==> config.mk <==
export PLATFORM = sky130hd
export DESIGN_NAME = axi4_lite_req_arbiter
export DESIGN_NICKNAME = d
export VERILOG_FILES = /design/src/rtl/axi4_lite_pkg.sv /design/src/rtl/rr_arbiter_2.sv /design/src/rtl/axi4_lite_req_arbiter.sv
export SDC_FILE = /design/constraint.sdc
export NUM_CORES = 1
export LEC_CHECK = 0
export ABC_AREA = 1
export ABC_CLOCK_PERIOD_IN_PS = 3550
export CAP_MARGIN = 10
export CORE_AREA = 2 2 125 127
export DETAILED_ROUTE_END_ITERATION = 12
export DIE_AREA = 0 0 127 129
export PLACE_DENSITY_LB_ADDON = 0.1
export SYNTH_ARGS = -nofsm -noshare
export SYNTH_HDL_FRONTEND = slang
export SYNTH_SLANG_ARGS = --single-unit
==> constraint.sdc <==
create_clock -name ACLK -period 3.55 [get_ports ACLK]
set_clock_uncertainty 0.15 [all_clocks]
set_input_delay 0.355 -clock ACLK [delete_from_list [all_inputs] [get_ports ACLK]]
set_output_delay 0.355 -clock ACLK [all_outputs]
set_load 0.03 [all_outputs]
==> src/rtl/axi4_lite_pkg.sv <==
// Shared definitions for the two-requester AXI4-Lite master arbiter:
// FSM state encoding, AXI response codes and default bus widths.
package axi4_lite_pkg;

    localparam int DEFAULT_DATA_WIDTH = 32;
    localparam int DEFAULT_ADDR_WIDTH = 32;

    localparam logic [1:0] RESP_OKAY   = 2'b00;
    localparam logic [1:0] RESP_EXOKAY = 2'b01;
    localparam logic [1:0] RESP_SLVERR = 2'b10;
    localparam logic [1:0] RESP_DECERR = 2'b11;

    typedef enum logic [2:0] {
        S_IDLE  = 3'd0,
        S_WRITE = 3'd1,
        S_BRESP = 3'd2,
        S_RADDR = 3'd3,
        S_RDATA = 3'd4,
        S_RSP   = 3'd5
    } state_t;

endpackage

==> src/rtl/rr_arbiter_2.sv <==
// Two-way round-robin arbiter: combinational one-hot grant, with the
// tie-break pointer moving only when the parent accepts the grant.
module rr_arbiter_2 (
    input  logic       ACLK,
    input  logic       ARESETn,
    input  logic [1:0] req,
    input  logic       advance,
    output logic [1:0] grant
);

    // prio_q names the requester favoured in the next tie, i.e. the one
    // that was not granted last; zero after reset so requester 0 wins first.
    logic prio_q;
    logic prio_d;

    always_comb begin
        grant  = 2'b00;
        prio_d = prio_q;
        case (req)
            2'b01:   grant = 2'b01;
            2'b10:   grant = 2'b10;
            2'b11:   grant = prio_q ? 2'b10 : 2'b01;
            default: grant = 2'b00;
        endcase
        if (advance && (grant != 2'b00)) begin
            prio_d = grant[0];
        end
    end

    always_ff @(posedge ACLK or negedge ARESETn) begin
        if (!ARESETn) begin
            prio_q <= 1'b0;
        end else begin
            prio_q <= prio_d;
        end
    end

endmodule

==> src/rtl/axi4_lite_req_arbiter.sv <==
// Arbitrates two simple request ports onto one AXI4-Lite master port,
// running a single transaction at a time and returning a completion pulse.
module axi4_lite_req_arbiter
    import axi4_lite_pkg::*;
#(
    parameter int DATA_WIDTH = DEFAULT_DATA_WIDTH,
    parameter int ADDR_WIDTH = DEFAULT_ADDR_WIDTH,
    parameter int STRB_WIDTH = DATA_WIDTH / 8
) (
    input  logic                    ACLK,
    input  logic                    ARESETn,

    input  logic [1:0]              REQ_VALID,
    input  logic [1:0]              REQ_WRITE,
    input  logic [2*ADDR_WIDTH-1:0] REQ_ADDR,
    input  logic [2*DATA_WIDTH-1:0] REQ_WDATA,
    input  logic [2*STRB_WIDTH-1:0] REQ_WSTRB,
    output logic [1:0]              REQ_READY,
    output logic [1:0]              RSP_VALID,
    output logic [DATA_WIDTH-1:0]   RSP_RDATA,
    output logic [1:0]              RSP_RESP,

    output logic                    M_AXI_AWVALID,
    input  logic                    M_AXI_AWREADY,
    output logic [ADDR_WIDTH-1:0]   M_AXI_AWADDR,
    output logic                    M_AXI_WVALID,
    input  logic                    M_AXI_WREADY,
    output logic [DATA_WIDTH-1:0]   M_AXI_WDATA,
    output logic [STRB_WIDTH-1:0]   M_AXI_WSTRB,
    input  logic                    M_AXI_BVALID,
    output logic                    M_AXI_BREADY,
    input  logic [1:0]              M_AXI_BRESP,
    output logic                    M_AXI_ARVALID,
    input  logic                    M_AXI_ARREADY,
    output logic [ADDR_WIDTH-1:0]   M_AXI_ARADDR,
    input  logic                    M_AXI_RVALID,
    output logic                    M_AXI_RREADY,
    input  logic [DATA_WIDTH-1:0]   M_AXI_RDATA,
    input  logic [1:0]              M_AXI_RRESP
);

    logic [ADDR_WIDTH-1:0] req_addr_arr  [2];
    logic [DATA_WIDTH-1:0] req_wdata_arr [2];
    logic [STRB_WIDTH-1:0] req_wstrb_arr [2];

    genvar gi;
    generate
        for (gi = 0; gi < 2; gi++) begin : g_unpack
            assign req_addr_arr[gi]  = REQ_ADDR[gi*ADDR_WIDTH +: ADDR_WIDTH];
            assign req_wdata_arr[gi] = REQ_WDATA[gi*DATA_WIDTH +: DATA_WIDTH];
            assign req_wstrb_arr[gi] = REQ_WSTRB[gi*STRB_WIDTH +: STRB_WIDTH];
        end
    endgenerate

    state_t                state_q, state_d;
    logic [1:0]            gnt_q, gnt_d;
    logic                  write_q, write_d;
    logic [ADDR_WIDTH-1:0] addr_q, addr_d;
    logic [DATA_WIDTH-1:0] wdata_q, wdata_d;
    logic [STRB_WIDTH-1:0] wstrb_q, wstrb_d;
    logic                  aw_done_q, aw_done_d;
    logic                  w_done_q, w_done_d;
    logic [DATA_WIDTH-1:0] rsp_rdata_q, rsp_rdata_d;
    logic [1:0]            rsp_resp_q, rsp_resp_d;
    // run_q holds off granting until the first clock edge after reset release.
    logic                  run_q, run_d;

    logic [1:0]            arb_grant;
    logic                  arb_advance;
    logic [1:0]            req_ready;
    logic                  req_sel;

    rr_arbiter_2 u_rr_arbiter_2 (
        .ACLK    (ACLK),
        .ARESETn (ARESETn),
        .req     (REQ_VALID),
        .advance (arb_advance),
        .grant   (arb_grant)
    );

    always_comb begin
        state_d     = state_q;
        gnt_d       = gnt_q;
        write_d     = write_q;
        addr_d      = addr_q;
        wdata_d     = wdata_q;
        wstrb_d     = wstrb_q;
        aw_done_d   = aw_done_q;
        w_done_d    = w_done_q;
        rsp_rdata_d = rsp_rdata_q;
        rsp_resp_d  = rsp_resp_q;
        run_d       = 1'b1;
        arb_advance = 1'b0;
        req_ready   = 2'b00;
        req_sel     = arb_grant[1];

        case (state_q)
            S_IDLE: begin
                if (run_q && (arb_grant != 2'b00)) begin
                    req_ready   = arb_grant;
                    arb_advance = 1'b1;
                    gnt_d       = arb_grant;
                    write_d     = REQ_WRITE[req_sel];
                    addr_d      = req_addr_arr[req_sel];
                    wdata_d     = req_wdata_arr[req_sel];
                    wstrb_d     = req_wstrb_arr[req_sel];
                    aw_done_d   = 1'b0;
                    w_done_d    = 1'b0;
                    state_d     = REQ_WRITE[req_sel] ? S_WRITE : S_RADDR;
                end
            end
            S_WRITE: begin
                aw_done_d = aw_done_q | M_AXI_AWREADY;
                w_done_d  = w_done_q | M_AXI_WREADY;
                if (aw_done_d && w_done_d) begin
                    state_d = S_BRESP;
                end
            end
            S_BRESP: begin
                if (M_AXI_BVALID) begin
                    rsp_resp_d = M_AXI_BRESP;
                    state_d    = S_RSP;
                end
            end
            S_RADDR: begin
                if (M_AXI_ARREADY) begin
                    state_d = S_RDATA;
                end
            end
            S_RDATA: begin
                if (M_AXI_RVALID) begin
                    rsp_rdata_d = M_AXI_RDATA;
                    rsp_resp_d  = M_AXI_RRESP;
                    state_d     = S_RSP;
                end
            end
            S_RSP: begin
                state_d = S_IDLE;
            end
            default: begin
                state_d = S_IDLE;
            end
        endcase
    end

    always_ff @(posedge ACLK or negedge ARESETn) begin
        if (!ARESETn) begin
            state_q     <= S_IDLE;
            gnt_q       <= 2'b00;
            write_q     <= 1'b0;
            addr_q      <= '0;
            wdata_q     <= '0;
            wstrb_q     <= '0;
            aw_done_q   <= 1'b0;
            w_done_q    <= 1'b0;
            rsp_rdata_q <= '0;
            rsp_resp_q  <= 2'b00;
            run_q       <= 1'b0;
        end else begin
            state_q     <= state_d;
            gnt_q       <= gnt_d;
            write_q     <= write_d;
            addr_q      <= addr_d;
            wdata_q     <= wdata_d;
            wstrb_q     <= wstrb_d;
            aw_done_q   <= aw_done_d;
            w_done_q    <= w_done_d;
            rsp_rdata_q <= rsp_rdata_d;
            rsp_resp_q  <= rsp_resp_d;
            run_q       <= run_d;
        end
    end

    // AXI handshake outputs come purely from flops, never from inputs.
    assign M_AXI_AWVALID = (state_q == S_WRITE) && write_q && !aw_done_q;
    assign M_AXI_WVALID  = (state_q == S_WRITE) && write_q && !w_done_q;
    assign M_AXI_BREADY  = (state_q == S_BRESP);
    assign M_AXI_ARVALID = (state_q == S_RADDR);
    assign M_AXI_RREADY  = (state_q == S_RDATA);

    assign M_AXI_AWADDR  = addr_q;
    assign M_AXI_ARADDR  = addr_q;
    assign M_AXI_WDATA   = wdata_q;
    assign M_AXI_WSTRB   = wstrb_q;

    assign REQ_READY     = req_ready;
    assign RSP_VALID     = (state_q == S_RSP) ? gnt_q : 2'b00;
    assign RSP_RDATA     = rsp_rdata_q;
    assign RSP_RESP      = rsp_resp_q;

endmodule
==> flow_summary.json <==
{
  "hp-class": "in2reg",
  "ctsHoldBuffers": 1,
  "p_comb_share_pct": 58.4,
  "leakage_uw": 0.00380,
  "final_cell_mix": "clkdlybuf4s50_1 (322), nand2_1 (171), dfrtp_1 (112), nand3_1 (108), nor2_1 (77)",
  "postSynthAreaPerCell_um2": 8.21,
  "arrival_ns": 2.22,
  "fin_ws_ns": 0.827,
  "dp.cells": 1093,
  "n_antenna_cell": 0,
  "die_h_um": 129,
  "layout.cells.non_filler": 1109,
  "grt_pass1_vias": 5305,
  "drive_above_1_share_pct": 3.80,
  "setup_viol": 0,
  "ir_drop_uv": 610,
  "fin_util_pct": 58.5,
  "maxSlewHeadroom_pct": 29.2,
  "post_cts_buffers": 0,
  "endpoint_kind": "output port",
  "required_ns": 3.04,
  "final_common_cell": "clkdlybuf4s50_1",
  "hold_violations": 0,
  "core_area_um2": 15000,
  "status": "finished clean",
  "intPower_uw": 4450,
  "rows": 45,
  "routed_wl_um": 18500,
  "gr-total-overflow": 0,
  "drt_iter0_drc": 351,
  "cts-buffers-inserted": 9,
  "antenna_found_initial": 0,
  "vias_per_cell": 4.96,
  "p_switching_uw": 3790,
  "synth_cells": 654,
  "final_max_slew_viol_count": 0,
  "ant_nets": 0,
  "cts_resized": 0,
  "io_buffers": 325,
  "clockBufferDepth": 2,
  "min_period_ns": 2.72,
  "syn_to_final_growth_pct": 63.1,
  "worstSetupPathType": "reg2out",
  "ys_seq_area_share_pct": 52.2,
  "gp_congestion": 0.868,
  "worstSkewPairLatency_ns": 0.35,
  "drv_cap": 0,
  "ys_warn_count": 0,
  "drc": 0,
  "syn_area_um2": 5370,
  "drt_pass1_iterations": 6,
  "io-pin-count": 326,
  "ctsHtreeMaxLevel": 3,
  "grt_max_degree": 143,
  "die_w_um": 127,
  "grt_pass1_wl_um": 28300,
  "p_sw_share_pct": 46.0,
  "ys_ff_latch": 112,
  "fmax_ghz": 0.367,
  "path_max_fanout": 8,
  "rsz0062_at_grt": "false",
  "synth.net_count": 837,
  "seqPwrFrac_pct": 28.9,
  "min_period_over_period_pct": 76.7,
  "clock_power_share_pct": 12.8,
  "startpoint_type": "flop",
  "nNetsFinal": 1100,
  "fp.dieArea_um2": 16400,
  "cts_root_buffer": "clkbuf_16",
  "grtUsageTotal_pct": 22.1,
  "hpwlAfterDp_um": 13300,
  "cts_tree": "built",
  "start_util_pct": 35.8,
  "setup_tns_ns": 0,
  "path_clk_slew_ns": 0.07,
  "yosysUniqueCellTypes": 18,
  "pwr_density_cell_nw_per_um2": 942,
  "worst_slew_pin_slew_ns": 1.06,
  "cts_sinks": 112,
  "vias": 5501,
  "wl_per_cell_um": 16.7,
  "place_ws_ns": 0.920
}
## path summary, 6_finish.rpt
check	start	to	slack [ns]	cells after the start
min	REQ_VALID[1]	M_AXI_WDATA[8]	0.29	3
max in group asynchronous	ARESETn	M_AXI_WSTRB[2]	2.00	3
max	state_q[2]	M_AXI_WVALID	0.83	6
min reg2reg	RSP_RDATA[25]	RSP_RDATA[25]	0.32	2
max reg2reg	state_q[0]	RSP_RDATA[15]	1.17	6
min in group asynchronous	ARESETn	M_AXI_ARADDR[11]	0.43	2
## state kept, by name, indices dropped and copies added, names as in the netlist, 2 cells and up
signal / count
M_AXI_WSTRB: 4
state_q: 3
M_AXI_ARADDR: 32
gnt_q: 2
RSP_RDATA: 32
RSP_RESP: 2
M_AXI_WDATA: 32
## per-layer routing
layer	wire (um)	GRT usage [%]	part of all wire (%)	up-vias
met2	9050	36.8	49	235
li1	-	-	-	2667
met5	0	0	0	-
met1	7510	27.2	41	2564
met4	533	9.37	2.9	0
met3	1410	5.86	7.6	35
## worst max-delay path, cell delays in order, from the launching register on
cell and delay (ns):
dfrtp_1 0.47, inv_2 0.12, nand2_1 0.05, nor2_1 0.21
inv_1 0.12, nor3_1 0.18, clkdlybuf4s50_1 0.72
## cells in the mapped netlist
cell	instances	area [um2]
o21bai_1	1	7.51
clkbuf_1	19	71.3
dfrtp_1	112	2800
nor2_4	2	22.5
o21ai_0	7	35.0
nor3_1	3	15.0
inv_1	13	48.8
nand2_1	173	649
conb_1	1	3.75
a21oi_1	1	5.00
buf_2	20	100
nand3_1	108	541
nor2_2	1	6.26
inv_2	4	15.0
o21ai_2	1	8.76
buf_4	42	315
a31oi_1	69	432
nor2_1	77	289
## cell type report
class	count	area, um2
Inverter	17	63.8
Sequential cell	112	2800
Clock inverter	4	52.6
Tap cell	188	235
Multi-Input combinational cell	444	2020
Timing Repair Buffer	333	3330
Clock buffer	11	253
Fill cell	1365	6220
## power groups by stage
stage / Combinational [uW] / Clock (uW) / Sequential (uW)
3_3_place_gp: 4800 / 0 / 2370
3_5_place_dp: 4840 / 0 / 2400
5_1_grt: 5120 / 1130 / 2460
2_1_floorplan: 1830 / 0 / 3460
4_1_cts: 4850 / 1080 / 2390
6_report: 4810 / 1050 / 2380
## logic make-up after synthesis
group | after synthesis | share of synthesized area [%]
buffers and inverters | 98 | 10.3
and+or+nand+nor | 364 | 28.4
DFF | 112 | 52.2
other | 1 | 0.0699
AOI/OAI and AO/OA | 79 | 9.09
## through the flow
stage	hold WS [ns]	instance area, um2	total power (uW)
after floorplan	-0.0906	5370	5300
after global placement	0.280	8440	7160
after detailed placement	0.288	8440	7240
after CTS	0.270	8760	8320
after global routing	0.286	8760	8720
final	0.285	8760	8250
No activity file was read; power rests on OpenSTA's default activity.
